<file path="src/rtl/pwm_pair_mon.sv">
// rtl/pwm_pair_mon.sv - PWM high/low pair monitor: duty, overlap and period checks
// One window runs from a PWM_synch rising edge to the cycle before the next one.
module pwm_pair_mon #(
  parameter int NCH        = 2,
  parameter int PER_W      = 11,
  parameter int NONOVERLAP = 32,
  parameter int TOL        = 4
) (
  input  logic                     clk,
  input  logic                     RST_n,
  input  logic                     en,
  input  logic                     PWM_synch,
  input  logic [NCH-1:0]           PWM1,
  input  logic [NCH-1:0]           PWM2,
  input  logic [NCH*PER_W-1:0]     duty,
  input  logic                     clr_err,
  output logic                     meas_vld,
  output logic [NCH*(PER_W+1)-1:0] hi1_cnt,
  output logic [NCH*(PER_W+1)-1:0] hi2_cnt,
  output logic [NCH-1:0]           err_duty1,
  output logic [NCH-1:0]           err_duty2,
  output logic [NCH-1:0]           err_ovlp,
  output logic                     err_synch
);

  localparam int CW = PER_W + 1;
  localparam int EW = PER_W + 2;
  localparam logic [CW-1:0]        P_MIN = CW'((1 << PER_W) - TOL);
  localparam logic [CW-1:0]        P_MAX = CW'((1 << PER_W) + TOL);
  localparam logic signed [EW-1:0] PER_S = EW'(1 << PER_W);
  localparam logic signed [EW-1:0] NOV_S = EW'(NONOVERLAP);
  localparam logic signed [EW-1:0] TOL_S = EW'(TOL);

  typedef enum logic [1:0] {IDLE, ARM, MEAS} state_t;
  state_t state_q, state_d;

  logic                      synch_q, synch_edge;
  logic                      open_win, close_ok, close_short, timeout, watch;
  logic [CW-1:0]             per_q, per_d;
  logic [NCH-1:0][CW-1:0]    c1_q, c1_d, c2_q, c2_d;
  logic [NCH-1:0][CW-1:0]    hi1_q, hi1_d, hi2_q, hi2_d;
  logic [NCH-1:0][PER_W-1:0] duty_q, duty_d;
  logic [NCH-1:0]            bad1, bad2;
  logic [NCH-1:0]            ed1_q, ed1_d, ed2_q, ed2_d, ov_q, ov_d;
  logic                      es_q, es_d, vld_q, vld_d;

  assign synch_edge = PWM_synch & ~synch_q;

  always_ff @(posedge clk or negedge RST_n) begin
    if (!RST_n) state_q <= IDLE;
    else        state_q <= state_d;
  end

  always_comb begin
    state_d = state_q;
    if (!en) begin
      state_d = IDLE;
    end else begin
      case (state_q)
        IDLE:    state_d = ARM;
        ARM:     if (synch_edge) state_d = MEAS;
        MEAS:    if (!synch_edge && per_q >= P_MAX) state_d = ARM;
        default: state_d = IDLE;
      endcase
    end
  end

  always_comb begin
    open_win    = 1'b0;
    close_ok    = 1'b0;
    close_short = 1'b0;
    timeout     = 1'b0;
    watch       = (state_q == ARM) || (state_q == MEAS);
    if (en) begin
      case (state_q)
        ARM:  open_win = synch_edge;
        MEAS: begin
          if (synch_edge) begin
            open_win    = 1'b1;
            close_ok    = (per_q >= P_MIN);
            close_short = (per_q < P_MIN);
          end else begin
            timeout = (per_q >= P_MAX);
          end
        end
        default: ;
      endcase
    end
  end

  // The closing edge is also cycle 0 of the next window, so it seeds the counters.
  always_comb begin
    per_d  = '0;
    c1_d   = '0;
    c2_d   = '0;
    duty_d = duty_q;
    if (open_win) begin
      per_d  = CW'(1);
      duty_d = duty;
      for (int k = 0; k < NCH; k++) begin
        c1_d[k] = CW'(PWM1[k]);
        c2_d[k] = CW'(PWM2[k]);
      end
    end else if (en && state_q == MEAS && !timeout) begin
      per_d = per_q + CW'(1);
      for (int k = 0; k < NCH; k++) begin
        c1_d[k] = c1_q[k] + CW'(PWM1[k]);
        c2_d[k] = c2_q[k] + CW'(PWM2[k]);
      end
    end
  end

  always_comb begin
    logic signed [EW-1:0] dk, e1, e2, d1, d2;
    dk   = '0;
    e1   = '0;
    e2   = '0;
    d1   = '0;
    d2   = '0;
    bad1 = '0;
    bad2 = '0;
    for (int k = 0; k < NCH; k++) begin
      dk = signed'({2'b00, duty_q[k]});
      e1 = dk - NOV_S;
      if (e1 < 0) e1 = '0;
      e2 = PER_S - dk - NOV_S;
      if (e2 < 0) e2 = '0;
      d1 = signed'({1'b0, c1_q[k]}) - e1;
      if (d1 < 0) d1 = -d1;
      d2 = signed'({1'b0, c2_q[k]}) - e2;
      if (d2 < 0) d2 = -d2;
      bad1[k] = (d1 > TOL_S);
      bad2[k] = (d2 > TOL_S);
    end
  end

  // Sticky flags: a new set in the clearing cycle survives the clear.
  assign ed1_d = (ed1_q & ~{NCH{clr_err}}) | (close_ok ? bad1 : '0);
  assign ed2_d = (ed2_q & ~{NCH{clr_err}}) | (close_ok ? bad2 : '0);
  assign ov_d  = (ov_q & ~{NCH{clr_err}}) | (watch ? (PWM1 & PWM2) : '0);
  assign es_d  = (es_q & ~clr_err) | close_short | timeout;
  assign vld_d = close_ok;
  assign hi1_d = close_ok ? c1_q : hi1_q;
  assign hi2_d = close_ok ? c2_q : hi2_q;

  always_ff @(posedge clk or negedge RST_n) begin
    if (!RST_n) begin
      synch_q <= 1'b0;
      per_q   <= '0;
      c1_q    <= '0;
      c2_q    <= '0;
      hi1_q   <= '0;
      hi2_q   <= '0;
      duty_q  <= '0;
      ed1_q   <= '0;
      ed2_q   <= '0;
      ov_q    <= '0;
      es_q    <= 1'b0;
      vld_q   <= 1'b0;
    end else begin
      synch_q <= PWM_synch;
      per_q   <= per_d;
      c1_q    <= c1_d;
      c2_q    <= c2_d;
      hi1_q   <= hi1_d;
      hi2_q   <= hi2_d;
      duty_q  <= duty_d;
      ed1_q   <= ed1_d;
      ed2_q   <= ed2_d;
      ov_q    <= ov_d;
      es_q    <= es_d;
      vld_q   <= vld_d;
    end
  end

  assign meas_vld  = vld_q;
  assign hi1_cnt   = hi1_q;
  assign hi2_cnt   = hi2_q;
  assign err_duty1 = ed1_q;
  assign err_duty2 = ed2_q;
  assign err_ovlp  = ov_q;
  assign err_synch = es_q;

endmodule

</file>
<file path="config.mk">
export PLATFORM = sky130hd
export DESIGN_NAME = pwm_pair_mon
export DESIGN_NICKNAME = d
export VERILOG_FILES = /design/src/rtl/pwm_pair_mon.sv
export SDC_FILE = /design/constraint.sdc
export NUM_CORES = 1
export LEC_CHECK = 0
export BUFFER_PORTS_ARGS = -buffer_cell sky130_fd_sc_hd__buf_2
export CAP_MARGIN = 10
export CORE_ASPECT_RATIO = 1.1
export CORE_MARGIN = 4
export CORE_UTILIZATION = 45
export DETAILED_ROUTE_END_ITERATION = 12
export GPL_TIMING_DRIVEN = 0
export PLACE_DENSITY_LB_ADDON = 0.15
export RECOVER_POWER = 25
export SYNTH_ARGS = -nofsm -noshare
export SYNTH_HDL_FRONTEND = slang
export SYNTH_SLANG_ARGS = --single-unit
</file>
<file path="constraint.sdc">
create_clock -name clk -period 4.85 [get_ports clk]
set_clock_uncertainty 0.15 [all_clocks]
set_input_delay 0.2425 -clock clk [delete_from_list [all_inputs] [get_ports clk]]
set_output_delay 0.2425 -clock clk [all_outputs]
set_load 0.01 [all_outputs]
</file>
### Word-level counts from Yosys, hierarchy flattened

Cells that the tools add are included.

* bits of input ports: 31
* output and inout port bits: 56
* flip-flop bits (word level): 141
* word-level logic and storage cells: 111

* eq/ne operators: 4
* reduce and logical (&&, ||, !) cells: 8
* $add $sub $neg: 19
* $lt $le $gt $ge: 15
* multiplexer cells: 33
* bitwise operators: 14

Operators with widths (number)
* 2-to-1 mux 13 bit: 8
* 2-to-1 mux 24 bit: 4
* less-than comparator 13 x 1 -> 1 bit (second input constant): 6
* greater-than comparator 13 x 4 -> 1 bit (second input constant): 4
* negator 13 bit: 4
* subtractor 13 bit: 4
* adder 12 x 1 -> 12 bit: 4
* subtractor 12 x 11 -> 13 bit (first input constant): 2
* subtractor 13 x 7 -> 13 bit (second input constant): 2
* less-than comparator 12 x 1 -> 1 bit (second input constant): 2
* 2-to-1 mux 12 bit: 2
* subtractor 11 x 6 -> 12 bit (second input constant): 2
* adder 12 x 1 -> 12 bit (second input constant): 1
* >= comparator 12 x 11 -> 1 bit (second input constant): 1
* >= comparator 12 bit (second input constant): 1
* less-than comparator 12 x 11 -> 1 bit (second input constant): 1
* 2-to-1 mux 2 bit: 6
* 2-to-1 mux 1 bit: 11
* AND 2 bit: 4
* inequality test 3 bit (second input constant): 2
* OR 2 bit: 3
* one-hot mux 2 bit (3 select lines): 1
* logical AND 1 bit: 3
* AND 1 bit: 2
* other kinds (10): 13

### Logic depth before layout (Yosys ltp)

* word-level depth: 10
* depth in mapped cells: 19
* gate-level depth less buffers: 19

### Least setup slack after synthesis

OpenSTA, ideal clock, no wires.

* kind: register to register
* from: register duty_q[11] in the netlist's numbering
* to: register ed2_q[1], in the netlist err_duty2[1]
* path slack: 863 ps
* setup time: 149 ps
* path buffers: 0
* data required time: 4551 ps
* clock period less this slack: 3987 ps
* arrival: 3688 ps
* cell stages (with the launch flop): 20
* path through: dfrtp_1 -> inv_1 -> ha_1 -> nand2_1 -> nor2_1 -> nor2_1 -> and2_1 -> a21oi_1 -> ha_1 -> inv_1 -> fa_1 -> a211oi_4 -> o21bai_1 -> a21oi_2 -> xnor2_1 -> or4_1 -> nor3_2 -> mux2_2 -> o32ai_1 -> a41oi_1

* word-level cells in the longest chain between the ends: 10
* elaborated cells on any way between the ends: 11
* those cells by class: 4 x add/sub; 3 x order compare; 3 x mux; 1 x bitwise

Ends and longest elaborated chain
* start, declared: RTL line 42 `logic [NCH-1:0][PER_W-1:0] duty_q, duty_d;`
* start signal, assigned: RTL line 167 `duty_q <= duty_d;`
* subtractor 12 x 11 -> 13 bit *: RTL line 126 `e2 = PER_S - dk - NOV_S;`
* subtractor 13 x 7 -> 13 bit *: RTL line 126
* less-than comparator 13 x 1 -> 1 bit: RTL line 127 `if (e2 < 0) e2 = '0;`
* 2-to-1 mux 13 bit *: RTL line 127
* subtractor 13 bit *: RTL line 130 `d2 = signed'({1'b0, c2_q[k]}) - e2;`
* negator 13 bit / less-than comparator 13 x 1 -> 1 bit (equally long branches): RTL line 131 `if (d2 < 0) d2 = -d2;`
* 2-to-1 mux 13 bit *: RTL line 131
* greater-than comparator 13 x 4 -> 1 bit *: RTL line 133 `bad2[k] = (d2 > TOL_S);`
* 2-to-1 mux 2 bit *: RTL line 139 `assign ed2_d = (ed2_q & ~{NCH{clr_err}}) | (close_ok ? bad2 : '0);`
* OR 2 bit *: RTL line 139
* named net ed2_d[1]: RTL line 44 `logic [NCH-1:0] ed1_q, ed1_d, ed2_q, ed2_d, ov_q, ov_d;`
* end signal, assigned: RTL line 156 `ed2_q <= '0;`
* end signal, assigned: RTL line 169 `ed2_q <= ed2_d;`
* end, declared: RTL line 44

Mark *: on every way through the listed nets, which the timed path passes. The rest lies on a longest branch.
A chain may end at the register's enable or synchronous reset.

### Worst setup path after layout

* from: register duty_q[12] in the netlist's numbering
* to: register ed2_q[1], in the netlist err_duty2[1]

The elaborated chain is that of the path after synthesis.

==> reports/qor.csv <==
metric,value,unit
status,"finished, violations left",
violations,"max-capacitance violations, max-slew violations",
gp_congestion,0.842,
path_clk_slew,0.06,ns
grt_pass1_wl,41300,um
first_iter_violations,334,
p_comb_share,58.2,%
cts_setup_buffers,0,
drtAntennaViolNets,0,
path_class,register to register,
track_usage,21.1,%
power_switching,2860,uW
power_frac_seq,21.8,%
cts_tree,done,
swShare,43.8,%
intPower,3680,uW
maxCapViolations,1,
synth.largest_area_cell,dfrtp_1,
ys_types,81,
routed_via_density,5.36,
finalPower,6540,uW
finalSetupViolCount,0,
timing.setup.tns,0,ns
dieArea,24600,um^2
rsz0062_at_grt,false,
hpwl,18900,um
overflow,0,
coreArea,21500,um^2
num_vias,8352,
diodes,0,
yosysSeqAreaShare,35.5,%
synth_nets,1226,
placed_area,10800,um^2
ir_drop,278,uV
routedWlPerCell,16.1,um
period_share,91.8,%
synth_area,9950,um^2
fin_area,11600,um^2
cts_resized,0,
num_rows,56,
clock_power_share,20.1,%
synth_edf_count,0,
drc,0,
synth-seq-cells,141,
area_delta_synth_final,16.9,%
p_per_area,562,nW/um^2
insertion_delay,0.42,ns
die_x,150,um
io_pins,87,
start_util,46.2,%
portBuffers,86,
synth_ff_type,dfrtp_1,
power.leakage,0.00546,uW
finalHoldViolations,0,
crit_fanout,8,
min_period,4.45,ns
clock-sinks,141,
drive_gt1_share,13.6,%
worstPathRequired,4.96,ns
grt_pass1_vias,8252,
postSynthCellCount,1120,
cts_root_buffer,clkbuf_16,
grt_max_degree,85,
nets,1361,
min_path_type,primary input to register,
drv_slew,58,
cts_buffers,17,
wl,25100,um
cp-end-kind,register,
antenna_found_initial,0,
tightest_slew,3.51,ns
yosys.cell_count.top_type,nand2_1,
max_clock_freq,0.225,GHz
synth.area.top_cells,"dfrtp_1, ha_1, mux2_2",
synth-async-reset-ratio,100,%
synthTopCellsByCount,"nand2_1, dfrtp_1, nor2_1",
pre_cts_ws,0.338,ns
slew_headroom,-134,%
cts_buffer_depth,2,
avgSynthCellArea,8.88,um^2
fillerInstances,2045,
fp.dieH,164,um
worst_slack,0.396,ns
cts_htree_levels,4,
yosysTopAreaCellShare,35.5,%
arrival,4.56,ns
post-route-util,54.1,%
setup.worst_path.start_class,register,
yosysWarnings,0,
dr.pass1.iters,5,
layer usage:
layer / wire [um] / up-vias / track usage [%]
li1: - / 4216 / -
met3: 687 / 29 / 3.06
met2: 12400 / 135 / 36.3
met1: 11600 / 3972 / 27.6
met5: 0 / - / 0
met4: 426 / 0 / 6.66
sequential cells by signal, summed over array words and instances, names as in the netlist:
register,flops
duty_q,22
err_ovlp,2
meas_vld,1
err_duty1,2
err_synch,1
hi2_cnt,24
hi1_cnt,24
err_duty2,2
per_q,12
c2_q,24
c1_q,24
synch_q,1
state_q,2
what timing repair did:
action,in CTS,in global routing
hold buffers,30,0
setup endpoints to repair,0,1
endpoints found under the hold margin,89,0
power groups by stage:
stage / Sequential, uW / Combinational (uW) / Clock (uW)
final: 1420 / 3800 / 1310
after global routing: 1440 / 4310 / 1390
after floorplan: 1400 / 3020 / 0
after global placement: 1440 / 3690 / 0
after detailed placement: 1440 / 3760 / 0
after CTS: 1420 / 3810 / 1340
area by class of cell:
type	instances	area, um^2	area share [%]
repair buffers	117	724	6.23
multi-input cells	910	6150	52.9
inverters	41	154	1.32
plain buffers	27	108	0.925
flip-flops and latches	141	3530	30.3
clock inverters	10	113	0.968
clock buffers	22	484	4.16
well taps	290	363	3.12
path summary, 6_finish.rpt:
kind,slack (ns),start,to,cells past startpoint
worst max-delay path,0.40,duty_q[12]$_DFFE_PN0P_,err_duty2[1]$_DFF_PN0_,14
worst min-delay path,0.21,clr_err,err_duty1[1]$_DFF_PN0_,4
worst max register to register,0.40,duty_q[12]$_DFFE_PN0P_,err_duty2[1]$_DFF_PN0_,14
worst min register to register,0.35,hi2_cnt[10]$_DFFE_PN0P_,hi2_cnt[10]$_DFFE_PN0P_,1
max in group asynchronous,1.17,RST_n,duty_q[18]$_DFFE_PN0P_,2
min in group asynchronous,1.41,RST_n,err_duty1[0]$_DFF_PN0_,2
cells by family after synthesis:
group / after synthesis / synth area share, %
and+or+nand+nor: 472 / 22.7
AOI/OAI and AO/OA: 199 / 13.6
DFF: 141 / 35.5
xor gates and xnor gates: 109 / 9.67
adders and majority gates: 75 / 9.73
buffers and inverters: 69 / 2.67
muxes: 55 / 6.19
critical path, cell delays in order (launching register included):
cell       delay [ns]
dfrtp_1          0.40
or3_1            0.41
nor3_1           0.27
a21boi_0         0.23
xnor2_1          0.20
nand2_1          0.10
ha_1             0.37
a21boi_1         0.32
and4_1           0.26
nand2_1          0.11
a21oi_2          0.36
a21oi_1          0.08
o32a_1           0.29
a2111oi_0        0.54
a41oi_1          0.22
stage by stage:
step | std cells | hold WS (ns)
6_report | 1558 | 0.214
3_5_place_dp | 1497 | 0.122
5_1_grt | 1558 | 0.212
3_3_place_gp | 1496 | 0.232
4_1_cts | 1559 | 0.198
2_1_floorplan | 1120 | -0.203
cells in the final DEF, fill, tap and decap left out, drive strengths merged, types with 50 or more instances in the layout:
| cell | count |
|---|---|
| xnor2 | 52 |
| buf | 65 |
| dfrtp | 141 |
| ha | 71 |
| mux2 | 52 |
| nor2 | 121 |
| a21oi | 50 |
| nand2 | 155 |
| xor2 | 57 |
| clkbuf | 71 |
Power figures use the tool's default switching activity.
